==> config.mk <==
export PLATFORM = sky130hd
export DESIGN_NAME = gate_ctrl_n
export DESIGN_NICKNAME = d
export VERILOG_FILES = /design/src/rtl/gate_ctrl_n.sv
export SDC_FILE = /design/constraint.sdc
export NUM_CORES = 1
export LEC_CHECK = 0
export BUFFER_PORTS_ARGS = -buffer_cell sky130_fd_sc_hd__buf_4
export CAP_MARGIN = 25
export CORE_ASPECT_RATIO = 0.8
export CORE_MARGIN = 2
export CORE_UTILIZATION = 19
export CTS_CLUSTER_DIAMETER = 80
export DETAILED_ROUTE_END_ITERATION = 8
export PLACE_DENSITY = 0.73
export RECOVER_POWER = 25
export SYNTH_ARGS = -nofsm -noshare
export SYNTH_HDL_FRONTEND = slang
export SYNTH_SLANG_ARGS = --single-unit
==> constraint.sdc <==
create_clock -name clk -period 1.1 [get_ports clk]
set_input_delay 0.055 -clock clk [delete_from_list [all_inputs] [get_ports clk]]
set_output_delay 0.055 -clock clk [all_outputs]
set_load 0.02 [all_outputs]
==> src/rtl/gate_ctrl_n.sv <==
// Gate control: per-queue schedulability judge plus optional token-bucket shaper.
// Define GC_TOKEN_SHAPER_EN to compile in the token bucket on queue SHAPE_Q.
module gate_ctrl_n #(
  parameter int QUEUE_NUM  = 4,
  parameter int PORT_NUM   = 2,
  parameter int PSEL_W     = 1,
  parameter int USEDW_W    = 8,
  parameter int USEDW_TH   = 20,
  parameter int SHAPE_Q    = 2,
  parameter int TB_SIZE    = 2047,
  parameter int REFILL_CYC = 100
) (
  input  logic                          clk,
  input  logic                          rst_n,
  input  logic [QUEUE_NUM*PSEL_W-1:0]   in_gc_md_outport,
  input  logic [QUEUE_NUM-1:0]          in_gc_fifo_empty,
  input  logic [QUEUE_NUM-1:0]          in_gc_gate_state,
  input  logic [10:0]                   in_gc_pkt_len,
  input  logic [31:0]                   in_gc_rate_limit,
  input  logic                          in_gc_pkt_valid,
  input  logic [PORT_NUM*USEDW_W-1:0]   pktout_usedw,
  input  logic [QUEUE_NUM-1:0]          in_gc_rden,
  output logic [QUEUE_NUM-1:0]          out_gc_schedule_valid,
  output logic                          out_gc_bandwidth_discard
);

  typedef enum logic {IDLE = 1'b0, JUDGE = 1'b1} state_t;

  state_t               state, state_n;
  logic [QUEUE_NUM-1:0] sched, sched_n;
  logic                 init_flag, init_n;
  logic [QUEUE_NUM-1:0] elig;
  logic [PSEL_W-1:0]    op;
  logic                 hit;
  logic                 lvl_ok;

  // A queue is eligible only if its head packet targets a real port with room.
  always_comb begin
    elig   = '0;
    op     = '0;
    hit    = 1'b0;
    lvl_ok = 1'b0;
    for (int q = 0; q < QUEUE_NUM; q++) begin
      op     = in_gc_md_outport[q*PSEL_W +: PSEL_W];
      hit    = 1'b0;
      lvl_ok = 1'b0;
      for (int p = 0; p < PORT_NUM; p++) begin
        if (32'(op) == 32'(p)) begin
          hit    = 1'b1;
          lvl_ok = (32'(pktout_usedw[p*USEDW_W +: USEDW_W]) <= 32'(USEDW_TH));
        end
      end
      elig[q] = in_gc_gate_state[q] & ~in_gc_fifo_empty[q] & hit & lvl_ok;
    end
  end

  always_ff @(posedge clk or negedge rst_n) begin
    if (!rst_n) begin
      state     <= IDLE;
      sched     <= '0;
      init_flag <= 1'b1;
    end else begin
      state     <= state_n;
      sched     <= sched_n;
      init_flag <= init_n;
    end
  end

  // A nonzero result is shown for one cycle, then the FSM waits for the next packet-done.
  always_comb begin
    state_n = state;
    sched_n = sched;
    init_n  = init_flag;
    case (state)
      IDLE: begin
        sched_n = '0;
        if (init_flag || in_gc_pkt_valid) state_n = JUDGE;
      end
      JUDGE: begin
        if (sched == '0) begin
          sched_n = elig;
        end else begin
          sched_n = '0;
          init_n  = 1'b0;
          state_n = IDLE;
        end
      end
      default: state_n = IDLE;
    endcase
  end

  assign out_gc_schedule_valid = sched;

`ifdef GC_TOKEN_SHAPER_EN
  localparam int CNT_W = ($clog2(REFILL_CYC) > 7) ? $clog2(REFILL_CYC) : 7;

  logic [11:0]      rt, rt_n;
  logic [CNT_W-1:0] cnt, cnt_n;
  logic             discard, discard_n;
  logic             wrap;
  logic             rd;
  logic             afford;
  logic [11:0]      consume;
  logic [13:0]      sum;
  logic             unused_bits;

  function automatic logic [11:0] sat_tb(input logic [13:0] v);
    if (v > 14'(TB_SIZE)) return 12'(TB_SIZE);
    else                  return v[11:0];
  endfunction

  // Refill and consumption merge into one update; consume never exceeds RT.
  always_comb begin
    wrap      = (cnt == CNT_W'(REFILL_CYC - 1));
    cnt_n     = wrap ? '0 : cnt + CNT_W'(1);
    rd        = in_gc_rden[SHAPE_Q];
    afford    = (rt >= {1'b0, in_gc_pkt_len});
    consume   = (rd && afford) ? {1'b0, in_gc_pkt_len} : 12'd0;
    discard_n = rd && !afford;
    sum       = {2'b00, rt} + {2'b00, in_gc_rate_limit[11:0]} - {2'b00, consume};
    rt_n      = wrap ? sat_tb(sum) : rt - consume;
  end

  always_ff @(posedge clk or negedge rst_n) begin
    if (!rst_n) begin
      rt      <= '0;
      cnt     <= '0;
      discard <= 1'b0;
    end else begin
      rt      <= rt_n;
      cnt     <= cnt_n;
      discard <= discard_n;
    end
  end

  assign out_gc_bandwidth_discard = discard;
  assign unused_bits = ^{in_gc_rate_limit[31:12], in_gc_rden};
`else
  logic unused_shaper;

  assign out_gc_bandwidth_discard = 1'b0;
  assign unused_shaper = ^{in_gc_rate_limit, in_gc_pkt_len, in_gc_rden};
`endif

endmodule

==> reports/summary.log, run 1 <==
INFO  status         result_of_the_run=finished, violations left
INFO  status         violated_checks=setup timing
INFO  yosys          yosysWarnings=0
INFO  detailed_routing antenna_violating_nets_left=0
INFO  worst_setup_path critPathCaptureType=flop
INFO  cts            cts.clk_slew.worst_paths=0.05ns
INFO  flow_run       drv.max_cap_violation_count=0
INFO  detailed_routing route.detailed.wl_per_inst=12.3microns
INFO  grt            grt_max_degree=8
INFO  floorplanning  core_area=1690squm
INFO  cts            cts-buffers-inserted=3
INFO  grt            grt.overflow.total=0
INFO  worst_setup_path critical_path.startpoint=out_gc_schedule_valid[2]
INFO  final_layout   synthToLayoutAreaGrowth=103%
INFO  floorplanning  initial_utilization=21.0%
INFO  place          hpwl_dp=1.05mm
INFO  detailed_routing drt_drc_violations_left=0
INFO  sta            setup_viol=6
INFO  cts            ctsLongestPathBuffers=2
INFO  min_path       path_type_of_the_worst_min_delay_path=input pin to flop
INFO  final_layout   finalCoreUtilization=42.7%
INFO  sta            skew=0.00289ns
INFO  sta            layout_setup_ws=-0.0782ns
INFO  place          place.detailed.instances=95
INFO  cts            tritoncts_clock_tree=done
INFO  detailed_routing num_vias=476
INFO  final_layout   final_nets=159
INFO  yosys          synthCells=38
INFO  cts            clk_root_buffer_cell=clkbuf_4
INFO  grt            antenna_found_initial=0
INFO  sta            maxClockFrequency=0.849GHz
INFO  power          ir_drop=405uV
INFO  place          globalplace.congestion=0.805
INFO  worst_setup_path worst-setup-path-type=flop to flop
INFO  floorplanning  fp-row-count=13
INFO  cts            ctsHtreeMaxLevel=1
INFO  yosys          ys_seq_elements=6
INFO  worst_setup_path crit_fanout=4
INFO  detailed_routing dr.first_iter.drc_count=4
INFO  sta            setup_total_negative_slack=-0.378ns
INFO  sta            finalWorstPathRequiredPeriod=1.18ns
INFO  cts            cts_num_sinks=6
INFO  yosys          synth.cell_area=355squm
INFO  yosys          synth_nets=116
INFO  grt            grt_pass1_vias=468
INFO  place          port_buffers=34
INFO  floorplanning  full_die_area=2230squm
INFO  detailed_routing drt-pass1-iter-count=3
INFO  yosys          synthDistinctLibCells=13
INFO  cts            clock_insertion_delay_worst_skew=0.24ns
INFO  floorplanning  die_h=42.7microns
INFO  sta            hold_viol_final=0
INFO  grt            track_usage=11.0%
INFO  sta            rsz0062_at_grt=yes
INFO  sta            drv_slew=0
INFO  yosys          portion_of_the_post_synthesis_area_used_by_sequential_elements=42.6%
INFO  sta            final_min_period_over_clock_period=107%
INFO  final_layout   antenna_cells=0
INFO  power          fin_total_pwr=606uW
INFO  worst_setup_path critPathRequiredTime=1.25ns
INFO  detailed_routing route.detailed.vias_per_inst=4.67
INFO  floorplanning  die_width=52.4microns
INFO  detailed_routing totalWireLength=1.25mm
INFO  final_layout   post_route_cells_drive_above_1_share=63.7%
INFO  final_layout   final-instance-count-excl-fill=102
INFO  min_path       hold_start=in_gc_fifo_empty[0]
INFO  yosys          synth.avg_cell_area=9.35squm
INFO  worst_setup_path critPathLaunchType=flop
INFO  worst_setup_path worst_r2r_startpoint=out_gc_schedule_valid[2]
INFO  floorplanning  floorplan.io_pins=83
INFO  power          leakagePower=0.313nW
INFO  grt            global_route_wire_length_before_repair=1.87mm
INFO  power          cellPowerDensity=839nW/um^2
INFO  worst_setup_path worst-endpoint-arrival=1.33ns
==> cell usage after synthesis <==
library cell,number,area share (%)
o211ai_1,4,8.5
nand4b_1,4,9.9
dfrtp_1,5,35
or4_1,1,2.1
dfstp_2,1,7.4
a21boi_1,1,2.1
a21oi_1,5,7.0
nor4_1,4,7.0
o21ai_0,6,8.5
buf_4,1,2.1
nor4_2,1,3.5
conb_1,1,1.1
nor3_1,4,5.6
==> timing repair <==
action,CTS,global route
buffers inserted,1,1
pin swaps,7,2
hold buffers,1,0
setup endpoints to repair,6,6
resized for setup,5,2
endpoints found under the hold margin,6,0
==> stage by stage <==
step | hold WS (ns) | cell area, sq um | setup WS, ns
floorplan | -0.241 | 358 | -0.0819
global placement | -0.138 | 648 | -0.0677
detailed placement | -0.136 | 648 | -0.105
CTS | 0.0618 | 711 | -0.0808
global route | 0.0784 | 722 | -0.167
finish | 0.0768 | 722 | -0.0782
==> cells by family after synthesis <==
group / after synthesis / synth area share (%)
simple gates: 14 / 28.2
buf+inv: 1 / 2.11
compound gates: 16 / 26.1
flops: 6 / 42.6
other cells: 1 / 1.06
==> registers in the layout, indices dropped and copies added (netlist names) <==
register	cells
out_gc_schedule_valid	4
init_flag	1
state	1
==> critical path, stage by stage (launching register included) <==
cell and delay [ns]:
dfrtp_1 0.40, nor4_2 0.27, buf_4 0.17, nand4b_1 0.11, a21oi_2 0.15
==> worst paths after layout <==
| kind | cells after the start | endpoint | slack (ns) |
|---|---|---|---|
| max in group asynchronous | 2 | init_flag | 0.61 |
| max | 4 | out_gc_schedule_valid[1] | -0.08 |
| min reg2reg | 1 | init_flag | 0.50 |
| min in group asynchronous | 2 | out_gc_schedule_valid[2] | 0.21 |
| min | 3 | out_gc_schedule_valid[0] | 0.08 |
| max reg2reg | 4 | out_gc_schedule_valid[1] | -0.08 |
==> placed cells by master (no fill, tap or decap) <==
cell type and n:
buf_4 37, o21ai_0 6, a21oi_2 5, nor3_1 4, nor4_1 4, o211ai_1 4
nand4b_1 4, clkbuf_4 3, dfrtp_1 3, clkbuf_1 2, dfrtp_2 2, nor4_2 1
or4_4 1, a21boi_2 1, conb_1 1, dlygate4sd3_1 1, dfstp_2 1
==> layout make-up <==
type | instances | area [sq um]
fill | 193 | 970
timing repair buffer | 39 | 292
multi-input combinational | 31 | 223
sequential | 6 | 154
tap | 22 | 27.5
clock buffer | 4 | 26.3
==> power breakdown <==
group / internal, mW / switching [mW] / leakage, nW
registers: 0.228 / 0.0126 / 0.0721
clock network: 0.137 / 0.0735 / 0.0150
logic: 0.0962 / 0.0586 / 0.226
total: 0.461 / 0.145 / 0.313
==> per-layer routing <==
| metal | vias to the layer above | track usage (%) | wire [microns] | share of wire (%) |
|---|---|---|---|---|
| li1 | 241 | - | - | - |
| met1 | 221 | 12.6 | 475 | 38 |
| met2 | 14 | 20.5 | 721 | 58 |
| met3 | 0 | 1.06 | 53 | 4.2 |
| met4 | 0 | 4.62 | 0 | 0 |
| met5 | - | 0 | 0 | 0 |
No activity file was read; power rests on OpenSTA's default activity.
==> run 2: changes to the inputs <==
BUFFER_PORTS_ARGS = not set   (was -buffer_cell sky130_fd_sc_hd__buf_4)
CORE_AREA = 2 2 39 41   (was not set)
CORE_ASPECT_RATIO = not set   (was 0.8)
CORE_MARGIN = not set   (was 2)
CORE_UTILIZATION = not set   (was 19)
DIE_AREA = 0 0 41 43   (was not set)
DONT_BUFFER_PORTS = 1   (was not set)
PLACE_DENSITY = not set   (was 0.73)
==> run 2 against run 1 <==
The run still ends with setup timing left. Maximum frequency fell by 2.4%. Register-to-register slack lost 0.03 ns. Combinational power shrank 24%. Critical path type unchanged. Non-clock buffer count fell by 13.
==> reports/summary.log, run 2 (synthesis results as in run 1) <==
INFO  worst_setup_path critPathCaptureType=flop
INFO  floorplanning  die_h=43microns
INFO  grt            antenna_found_initial=0
INFO  sta            maxClockFrequency=0.829GHz
INFO  floorplanning  initial_utilization=25.7%
INFO  sta            setup_total_negative_slack=-0.497ns
INFO  detailed_routing route.detailed.vias_per_inst=5.19
INFO  grt            track_usage=14.7%
INFO  grt            global_route_wire_length_before_repair=1.70mm
INFO  final_layout   antenna_cells=0
INFO  worst_setup_path critPathLaunchType=flop
INFO  final_layout   final_nets=146
INFO  final_layout   mostFrequentLayoutCells=19 x dlygate4sd3_1, 7 x buf_4, 6 x o21ai_0
INFO  cts            cts.clk_slew.worst_paths=0.05ns
INFO  power          leakagePower=0.247nW
INFO  sta            finalWorstPathRequiredPeriod=1.21ns
INFO  cts            ctsHtreeMaxLevel=1
INFO  final_layout   final-instance-count-excl-fill=83
INFO  detailed_routing route.detailed.wl_per_inst=14.7microns
INFO  sta            drv_slew=0
INFO  detailed_routing drt-pass1-iter-count=4
INFO  cts            tritoncts_clock_tree=done
INFO  worst_setup_path worst-endpoint-arrival=1.36ns
INFO  worst_setup_path crit_fanout=4
INFO  floorplanning  floorplan.io_pins=83
INFO  place          port_buffers=0
INFO  place          hpwl_dp=850microns
INFO  final_layout   final.fill_count=137
INFO  detailed_routing num_vias=431
INFO  min_path       path_type_of_the_worst_min_delay_path=input pin to flop
INFO  sta            setup_viol=6
INFO  power          fin_total_pwr=579uW
INFO  grt            grt_max_degree=8
INFO  sta            layout_setup_ws=-0.107ns
INFO  final_layout   flip_flop_count_of_the_largest_register_after_layout=4
INFO  sta            skew=0.00324ns
INFO  sta            final_min_period_over_clock_period=110%
INFO  floorplanning  fp-row-count=14
INFO  detailed_routing totalWireLength=1.22mm
INFO  final_layout   final_cell_area=659squm
INFO  floorplanning  die_width=41microns
INFO  worst_setup_path critPathRequiredTime=1.26ns
INFO  status         result_of_the_run=finished, violations left
INFO  floorplanning  full_die_area=1760squm
INFO  place          place.detailed.instances=59
INFO  power          cellPowerDensity=878nW/um^2
INFO  cts            clock_insertion_delay_worst_skew=0.24ns
INFO  cts            cts_num_sinks=6
INFO  detailed_routing drt_drc_violations_left=0
INFO  place          dpl_cell_area=415squm
INFO  detailed_routing antenna_violating_nets_left=0
INFO  worst_setup_path worst-setup-path-type=flop to flop
INFO  grt            grt.overflow.total=0
INFO  detailed_routing dr.first_iter.drc_count=9
INFO  grt            grt_pass1_vias=437
INFO  final_layout   mostFrequentLayoutCell=dlygate4sd3_1
INFO  sta            hold_viol_final=0
INFO  sta            fin_worst_hold_slack=0.00622ns
INFO  status         violated_checks=setup timing
INFO  sta            rsz0062_at_grt=yes
INFO  final_layout   synthToLayoutAreaGrowth=85.6%
INFO  cts            clk_root_buffer_cell=clkbuf_4
INFO  cts            ctsLongestPathBuffers=2
INFO  floorplanning  core_area=1380squm
INFO  flow_run       drv.max_cap_violation_count=0
INFO  power          ir_drop=506uV
INFO  final_layout   post_route_cells_drive_above_1_share=25.4%
INFO  place          globalplace.congestion=0.654
INFO  cts            cts-buffers-inserted=3
==> run 2: stage by stage <==
stage | setup WS (ns) | utilization [%]
2_1_floorplan | -0.0819 | -
3_3_place_gp | -0.104 | 30.0
3_5_place_dp | -0.117 | 30.0
4_1_cts | -0.100 | 42.3
5_1_grt | -0.186 | 47.6
6_report | -0.107 | 47.6
==> run 2: repair_timing <==
| action | in CTS | in global routing |
|---|---|---|
| buffers inserted | 1 | 0 |
| hold buffers | 12 | 7 |
| resized for setup | 3 | 1 |
| setup endpoints to repair | 6 | 6 |
| hold endpoints to repair | 11 | 3 |
| pin swaps | 5 | 0 |
==> run 2: cell type report <==
cell class,count,area [sq um],share of cell area [%]
timing repair buffer,26,243,36.8
multi-input combinational,31,216,32.8
sequential,6,154,23.3
clock buffer,4,26.3,3.98
tap,16,20.0,3.04
==> run 2: worst max-delay path: stages (launching register included) <==
cell and delay, ns:
dfrtp_1 0.41, nor4_4 0.29, buf_4 0.17, nand4b_1 0.10
a21oi_1 0.15
==> run 2: final timing paths <==
path                       depth (start not counted)                      from                       end  slack (ns)
max                                                4  out_gc_schedule_valid[2]  out_gc_schedule_valid[3]       -0.11
min                                                3           pktout_usedw[6]  out_gc_schedule_valid[0]       0.006
max reg2reg                                        4  out_gc_schedule_valid[2]  out_gc_schedule_valid[3]       -0.11
min reg2reg                                        1                 init_flag                 init_flag        0.51
max in group asynchronous                          1                     rst_n                 init_flag        0.71
min in group asynchronous                          1                     rst_n                     state        0.12
==> run 2: power breakdown <==
| part | switching (mW) | internal (mW) | total [mW] |
|---|---|---|---|
| logic | 0.0447 | 0.0729 | 0.118 |
| registers | 0.0112 | 0.228 | 0.239 |
| clock network | 0.0846 | 0.138 | 0.222 |
==> run 2: layer usage <==
metal  global-route usage (%)  wire [microns]  vias up
met5                        0               0        -
met4                     4.00               0        0
met3                     5.76             137        0
met2                     24.7             610       30
met1                     16.2             469      188
li1                         -               -      213
==> run 3: changes to the inputs <==
GPL_TIMING_DRIVEN = 0   (was not set)
SETUP_SLACK_MARGIN = 0.05   (was not set)
==> run 3 against run 2 <==
The run still ends with setup timing left. Wire length shrank 15%. Final cell count down 13%. Sequential power increased by 2%. Critical endpoint is now state.
==> reports/summary.log, run 3 (synthesis results as in run 1) <==
INFO  status         result_of_the_run=finished, violations left
INFO  status         violated_checks=setup timing
INFO  place          globalplace.congestion=0.694
INFO  worst_setup_path critPathRequiredTime=1.27ns
INFO  final_layout   final-instance-count-excl-fill=72
INFO  detailed_routing antenna_violating_nets_left=0
INFO  detailed_routing num_vias=416
INFO  worst_setup_path setup.reg_to_reg.worst_slack=-0.14ns
INFO  sta            layout_setup_ws=-0.142ns
INFO  cts            cts_setup_buffers=0
INFO  final_layout   flip_flop_count_of_the_largest_register_after_layout=4
INFO  detailed_routing route.detailed.vias_per_inst=5.78
INFO  min_path       path_type_of_the_worst_min_delay_path=input pin to flop
INFO  final_layout   multi_input_area=228squm
INFO  sta            rsz0062_at_grt=yes
INFO  floorplanning  die_width=41microns
INFO  place          dpl_cell_area=378squm
INFO  sta            finalWorstPathRequiredPeriod=1.24ns
INFO  grt            globalRoute.busiestLayer=met2
INFO  cts            cts-buffers-inserted=3
INFO  grt            grt_util_met3=3.14%
INFO  grt            grt_util_met1=14.8%
INFO  place          place.detailed.instances=54
INFO  sta            skew=0.000240ns
INFO  sta            fin_worst_hold_slack=0.0175ns
INFO  worst_setup_path critPathLaunchType=flop
INFO  cts            cts_num_sinks=6
INFO  worst_setup_path critPathCaptureType=flop
INFO  final_layout   mostFrequentLayoutCells=14 x dlygate4sd3_1, 6 x o21ai_0
INFO  final_layout   final_nets=135
INFO  flow_run       drv.max_cap_violation_count=0
INFO  power          fin_total_pwr=554uW
INFO  cts            clk_root_buffer_cell=clkbuf_4
INFO  cts            ctsHtreeMaxLevel=1
INFO  floorplanning  die_h=43microns
INFO  detailed_routing totalWireLength=1.03mm
INFO  final_layout   synthToLayoutAreaGrowth=62.3%
INFO  floorplanning  fp-row-count=14
INFO  grt            grt_max_degree=8
INFO  final_layout   antenna_cells=0
INFO  floorplanning  initial_utilization=25.7%
INFO  cts            ctsLongestPathBuffers=2
INFO  cts            clock_insertion_delay_worst_skew=0.24ns
INFO  grt            global_route.usage.met2=18.1%
INFO  detailed_routing dr.first_iter.drc_count=7
INFO  cts            cts.clk_slew.worst_paths=0.04ns
INFO  power          ir_drop=344uV
INFO  final_layout   post_route_cells_drive_above_1_share=26.8%
INFO  sta            setup_viol=6
INFO  detailed_routing route.detailed.wl_per_inst=14.3microns
INFO  sta            drv_slew=0
INFO  floorplanning  full_die_area=1760squm
INFO  sta            final_min_period_over_clock_period=113%
INFO  final_layout   final.fill_count=141
INFO  floorplanning  floorplan.io_pins=83
INFO  final_layout   finalCoreUtilization=41.7%
INFO  detailed_routing drt-pass1-iter-count=4
INFO  worst_setup_path worst-endpoint-arrival=1.41ns
INFO  place          dpl_worst_slack=-0.209ns
INFO  grt            track_usage=12.2%
INFO  grt            antenna_found_initial=0
INFO  cts            tritoncts_clock_tree=done
INFO  power          leakagePower=0.194nW
INFO  final_layout   sequential_cell_area=155squm
INFO  final_layout   final_cell_area=577squm
INFO  grt            grt_pass1_vias=423
INFO  grt            grt.overflow.total=0
INFO  place          hpwl_dp=804microns
INFO  sta            setup_total_negative_slack=-0.769ns
INFO  detailed_routing drt_drc_violations_left=0
INFO  sta            maxClockFrequency=0.805GHz
INFO  worst_setup_path crit_fanout=3
INFO  place          port_buffers=0
INFO  power          cellPowerDensity=960nW/um^2
INFO  worst_setup_path worst-setup-path-type=flop to flop
INFO  final_layout   mostFrequentLayoutCell=dlygate4sd3_1
INFO  sta            hold_viol_final=0
INFO  floorplanning  core_area=1380squm
INFO  grt            global_route_wire_length_before_repair=1.46mm
[run 3: cell count changes in the layout (fill, tap and decap cells not counted)]
cell | before | now
buf_4 | 7 | 1
dlygate4sd3_1 | 19 | 14
a21oi_1 | 4 | 1
a21oi_2 | 1 | 4
dfrtp_1 | 3 | 2
dfrtp_2 | 2 | 3
[run 3: worst paths after layout]
kind,startpoint,end,cells past startpoint
max in group asynchronous,rst_n,init_flag,1
min in group asynchronous,rst_n,out_gc_schedule_valid[3],1
worst min register to register,init_flag,init_flag,1
worst max-delay path,out_gc_schedule_valid[2],state,2
worst max register to register,out_gc_schedule_valid[2],state,2
worst min-delay path,in_gc_md_outport[1],out_gc_schedule_valid[1],3
[run 3: per-layer routing]
| layer | share of wire (%) | vias to the layer above |
|---|---|---|
| met5 | 0 | - |
| met4 | 1.7 | 0 |
| met3 | 13 | 2 |
| met2 | 46 | 38 |
| met1 | 40 | 184 |
| li1 | - | 192 |
[run 3: report_power, final]
part / leakage (nW) / internal [mW] / total [mW] / switching, mW
clock network: 0.0150 / 0.137 / 0.212 / 0.0747
registers: 0.0704 / 0.228 / 0.244 / 0.0160
logic: 0.108 / 0.0583 / 0.0976 / 0.0393
[run 3: area by class of cell]
| type | instances | area share (%) |
|---|---|---|
| timing repair buffer | 14 | 24.3 |
| clock buffer | 4 | 4.56 |
| multi-input combinational | 31 | 39.5 |
| sequential | 6 | 26.9 |
| buffer | 1 | 1.30 |
| tap | 16 | 3.47 |
[run 3: repair_timing]
action | 4_1_cts | 5_1_grt
endpoints found under the setup margin | 6 | 6
resized for setup | 5 | 3
pin swaps | 3 | 6
hold buffers | 14 | 0
endpoints found under the hold margin | 11 | 0
[run 3: critical path, cell delays in order (launching register included)]
cell	delay, ns
dfrtp_2	0.47
or4_4	0.57
a21oi_2	0.13
